[src/rtl/inport_feeder.sv]
// inport_feeder: DEPTH-entry circular FIFO that queues host-loaded words and
// presents them, oldest first, on the CPU in-port. When the queue is empty the
// in-port keeps showing the last word the CPU consumed.
//
// Handshakes:
//   load side   - a word transfers on a rising edge where load_valid && load_ready.
//                 load_ready depends only on registered occupancy, never on
//                 inport_rd, so a full queue refuses a load even if a read frees
//                 an entry in that same cycle.
//   in-port side - inport_valid flags an unconsumed head word; a read transfers
//                 on a rising edge where inport_rd && inport_valid. A strobe with
//                 the queue empty is refused and recorded in underflow_err.
module inport_feeder #(
  parameter int DEPTH = 4,
  parameter int WIDTH = 32
) (
  input  logic                       Clock,
  input  logic                       Reset,
  input  logic                       load_valid,
  input  logic [WIDTH-1:0]           load_data,
  output logic                       load_ready,
  input  logic                       inport_rd,
  output logic [WIDTH-1:0]           inport_data,
  output logic                       inport_valid,
  output logic [$clog2(DEPTH):0]     count,
  output logic                       overflow_err,
  output logic                       underflow_err,
  input  logic                       clear_err
);

  localparam int AW = $clog2(DEPTH);
  localparam int CW = AW + 1;
  localparam logic [CW-1:0] FULL_COUNT = CW'(DEPTH);

  logic [WIDTH-1:0] mem [DEPTH];
  logic [AW-1:0]    wrPtr;
  logic [AW-1:0]    rdPtr;
  logic [WIDTH-1:0] lastWord;
  logic             notEmpty;
  logic             loadAcc;
  logic             readAcc;
  logic             overflowEvt;
  logic             underflowEvt;

  // Accept/refuse decisions, all derived from registered occupancy.
  always_comb begin
    notEmpty     = (count != '0);
    load_ready   = (count < FULL_COUNT);
    loadAcc      = load_valid && load_ready;
    readAcc      = inport_rd && notEmpty;
    overflowEvt  = load_valid && !load_ready;
    underflowEvt = inport_rd && !notEmpty;
  end

  // Head word while queued, otherwise hold the last consumed word so stale
  // storage never leaks out while the queue is empty.
  always_comb begin
    inport_valid = notEmpty;
    inport_data  = notEmpty ? mem[rdPtr] : lastWord;
  end

  // Storage write; contents are not reset since they are masked when empty.
  always_ff @(posedge Clock) begin
    if (!Reset && loadAcc) begin
      mem[wrPtr] <= load_data;
    end
  end

  // Pointers, occupancy and last consumed word. Pointer width equals log2
  // DEPTH, so the increment wraps from DEPTH-1 to 0 on its own.
  always_ff @(posedge Clock) begin
    if (Reset) begin
      wrPtr    <= '0;
      rdPtr    <= '0;
      count    <= '0;
      lastWord <= '0;
    end else begin
      if (loadAcc) begin
        wrPtr <= wrPtr + 1'b1;
      end
      if (readAcc) begin
        rdPtr    <= rdPtr + 1'b1;
        lastWord <= mem[rdPtr];
      end
      case ({loadAcc, readAcc})
        2'b10:   count <= count + 1'b1;
        2'b01:   count <= count - 1'b1;
        default: count <= count;
      endcase
    end
  end

  // Sticky error flags; a new event in the clearing cycle wins over the clear.
  always_ff @(posedge Clock) begin
    if (Reset) begin
      overflow_err  <= 1'b0;
      underflow_err <= 1'b0;
    end else begin
      overflow_err  <= overflowEvt  || (overflow_err  && !clear_err);
      underflow_err <= underflowEvt || (underflow_err && !clear_err);
    end
  end

endmodule

[config.mk]
export PLATFORM = sky130hd
export DESIGN_NAME = inport_feeder
export DESIGN_NICKNAME = d
export VERILOG_FILES = /design/src/rtl/inport_feeder.sv
export SDC_FILE = /design/constraint.sdc
export NUM_CORES = 1
export LEC_CHECK = 0
export BUFFER_PORTS_ARGS = -buffer_cell sky130_fd_sc_hd__buf_4
export CAP_MARGIN = 10
export CORE_UTILIZATION = 50
export CTS_BUF_LIST = sky130_fd_sc_hd__clkbuf_4 sky130_fd_sc_hd__clkbuf_8
export CTS_CLUSTER_DIAMETER = 150
export DETAILED_ROUTE_END_ITERATION = 12
export PLACE_DENSITY = 0.82
export SYNTH_ARGS = -nofsm -noshare
export SYNTH_HDL_FRONTEND = slang
export SYNTH_SLANG_ARGS = --single-unit
[constraint.sdc]
create_clock -name Clock -period 3.4 [get_ports Clock]
set_input_delay 0.51 -clock Clock [delete_from_list [all_inputs] [get_ports Clock]]
set_output_delay 0.51 -clock Clock [all_outputs]
set_load 0.005 [all_outputs]
# After elaboration in Yosys (flattened, before gate mapping)
# Memory sizes are Yosys's and may differ from the RTL's. A register that Yosys moved wholly into a read port is not among the register bits.
# Index checks and enable logic that the tools add are counted.
[op_classes]
n_addsub = 4
magnitude_cmp = 1
eq_ne = 2
muxes = 6
n_reduce_logical = 15
[ops]
columns = ["op", "n"]
rows = [
  ["2-to-1 mux 32 bit", 1],
  ["logical AND 1 bit", 7],
  ["one-hot mux 3 bit (2 select lines)", 1],
  ["adder 2 x 1 -> 2 bit, second input constant", 2],
  ["logical NOT 1 bit", 4],
  ["2-to-1 mux 2 bit", 2],
  ["adder 3 x 1 -> 3 bit, second input constant", 1],
  ["less-than comparator 3 bit, second input constant", 1],
  ["nonzero test 3 bit", 1],
  ["subtractor 3 x 1 -> 3 bit, second input constant", 1],
  ["equality test 2 x 1 -> 1 bit, second input constant", 1],
  ["equality test 2 bit, second input constant", 1],
  ["logical OR 1 bit", 2],
  ["2-to-1 mux 1 bit", 2],
  ["nonzero test 2 bit", 1],
]
[word_totals]
regBits = 41
ramBits = 128
wordCells = 35
n_memories = 1
[memory_table]
columns = ["memory", "depth", "word_bits", "rd", "rd_clocked_by_memory_dff", "write_ports", "line", "rtl"]
rows = [
  ["mem", 4, 32, 1, 1, 1, "35", "logic [WIDTH-1:0] mem [DEPTH];"],
]

# Logic depth before layout (Yosys ltp)
[logic_depth]
word_depth = 5
depth_mapped = 8
mapped_depth_nobuf = 8

# Least setup slack after synthesis
# OpenSTA, ideal clock, no wires.
[synth_timing]
path_type = "input -> register"
start = "in load_valid"
end = "mem mem[0][0] (enable)"
setup_ps = 392
arrival_ps = 1768
t_required_ps = 3008
path_slack_ps = 1240
stages = 4
n_path_buf = 0
path_cell_list = "nor2b_1 -> inv_1 -> nor2_1 -> and2_1"
[synth_between]
elab_chain_len = 4
[synth_rtl]
columns = ["element", "line", "rtl"]
rows = [
  ["from (decl)", "19", "input logic load_valid,"],
  ["logical AND 1 bit", "49", "loadAcc = load_valid && load_ready;"],
  ["logical AND 1 bit", "64", "if (!Reset && loadAcc) begin"],
  ["2-to-1 mux 1 bit", "64", ""],
  ["2-to-1 mux 1 bit (not written as such)", "65", "mem[wrPtr] <= load_data;"],
  ["to (decl)", "35", ""],
]
# Every way passes these cells.

==> qor.csv <==
metric;value;unit
worst slack, placed;1.03;ns
Worst-Margin Slew;0.911;ns
share of cells above drive strength 1;49.4;%
vias in the first global route;3476;
Yosys top cell by area;edfxtp_1;
drt pass-1 iters;5;
Setup TNS;0;ns
CTS tree;yes;
Initial Util;52.0;%
sequential-to-total area share from yosys stat;70.6;%
DPL Wire Length;6.89;mm
CTS sink cnt;171;
min Tclk post-route;2.81;ns
# Post-CTS Setup Buffers;0;
synthesized area;6670;um^2
WP data required;2.89;ns
skew final;0.0139;ns
Inst Count DP;567;
Hold-fix buffers, CTS;0;
post-synth cell types;31;
Setup WS post-layout;0.590;ns
Critical Path End Type;primary output;
Async SR Flop Fraction;0;%
worst skew pair latency;0.44;ns
vias post-DR;3198;
Final Hold Vio Count;0;
initial antenna violation count;0;
PortBufs;75;
Max Slew Vio Count;0;
CP Launch Type;flop;
VDD IR max;0.352;mV
drt via density;5.34;
# IOs;76;
Avg Inst Size Synth;20.0;um^2
1st-iter DRT viols;223;
critical path peak fanout;25;
fin nets;457;
largest net degree at the start of global routing;33;
YS warnings;0;
PD cells;835;nW/um^2
number of synthesized flops with an enable pin;128;
CTS Buf Count;17;
outcome;finished, final reports clean;
slew margin rel.;39.1;%
post-layout util;61.1;%
RePlAce Congestion;0.703;
GRT Total Usage;17.8;%
most used flip-flop cell after synthesis;edfxtp_1;
non-filler cells, final;599;
total gr overflow;0;
Mapped Cells;334;
WP data arrival;2.30;ns
fin crit share;82.6;%
core area;12800;um^2
Synth top cells by count;128 x edfxtp_1, 43 x dfxtp_1, 30 x mux2_4, 30 x mux4_2, 29 x a22o_2;
row cnt;41;
Max Fclk;356;MHz
H-tree levels;4;
worst hold path class;in2reg;
post_cts resized;0;
Net Count, Synth;377;
Routed wire per std cell;19.4;um
Die Ht;117;um
Area Growth Syn to Fin;17.5;%
Max Cap Viol;0;
most common cell in the netlist;edfxtp_1;
FF+latch count, synth;171;
post-synth top area share;57.7;%
first-pass GRT wire length;18.3;mm
die width;117;um
Lkg Pwr;2.81;nW
Total Wirelength;11.6;mm
Crit Path Class;reg2out;
Clock Tree Buf Depth;2;
Synth area leaders;edfxtp_1 58%, dfxtp_1 13%, mux4_2 10%;
Reg clk slew, reported paths;0.09;ns
unrepaired setup endpoints after global routing;false;
ant diodes;0;
Root Buffer;clkbuf_8;
Die ar.;13800;um^2
DRC errors left;0;
Final setup viols;0;
ANT nets after route;0;
==> critical path, stage by stage (launching register included) <==
cell	delay (ns)
dfxtp_2	0.51
buf_12	0.28
mux4_1	0.62
mux2_2	0.30
buf_4	0.14
==> worst paths after layout <==
| kind | cells after the start | from | slack [ns] | to |
|---|---|---|---|---|
| worst max-delay path | 4 | flop | 0.59 | inport_data[0] |
| worst min register to register | 1 | lastWord[14] | 0.48 | lastWord[14] |
| worst min-delay path | 1 | load_data[19] | 0.27 | mem[1][19] |
| worst max register to register | 4 | count[2] | 1.30 | mem[0][23] |
==> through the flow <==
step	cell area, um^2	hold slack, ns	power [mW]
after floorplan	6670	0.438	4.23
after global placement	7400	0.453	5.03
after detailed placement	7400	0.460	5.09
after CTS	7840	0.238	6.59
after global routing	7840	0.239	6.82
final	7840	0.265	6.54
==> cell families (layout without fill, tap and decap cells) <==
family	after synthesis	in the layout	synth area share [%]
buf+inv	27	120	2.35
xor+xnor	5	5	0.657
simple gates	20	20	1.45
fa+ha+maj	6	6	1.24
flops	171	171	70.6
mux	64	64	18.0
compound gates	41	41	5.72
==> registers in the layout, summed over array words and instances (netlist names), named ones only <==
register       count
count              3
lastWord          32
mem              128
overflow_err       1
rdPtr              2
underflow_err      1
wrPtr              2
==> final cells by class <==
type                       count  area, um^2
clock buffer                  20         269
sequential                   171        4710
timing repair buffer          78         611
inverter                      10        37.5
clock inverter                12         170
fill                         907        4990
multi-input combinational    136        1830
tap                          172         215
==> power breakdown <==
group	switching (mW)	internal (mW)
Clock	0.682	0.842
Sequential	0.170	2.50
Combinational	0.950	1.40
==> layer usage <==
layer,routed length (um),share of wire [%],track usage (%)
met5,0,0,0
met4,185,1.6,6.01
met3,577,5.0,5.09
met2,5950,51,30.6
met1,4880,42,21.7
==> layout by cell type (no fill, tap or decap), types with 2 or more instances in the layout <==
cell type,netlist,routed
a21oi_1,3,3
a22o_1,3,3
a22o_2,29,29
a22oi_1,2,2
and2_2,0,4
buf_12,0,2
buf_4,5,76
bufinv_16,0,4
clkbuf_8,0,19
clkinv_2,0,3
clkinvlp_4,0,3
dfxtp_1,43,41
dfxtp_2,0,2
edfxtp_1,128,128
ha_1,5,5
inv_1,9,9
mux2_2,2,2
mux2_4,30,30
mux4_1,2,2
mux4_2,30,30
nand2_1,2,2
nor2_1,11,10
xor2_1,4,4
Note: power is estimated with default switching activity, not from simulation.
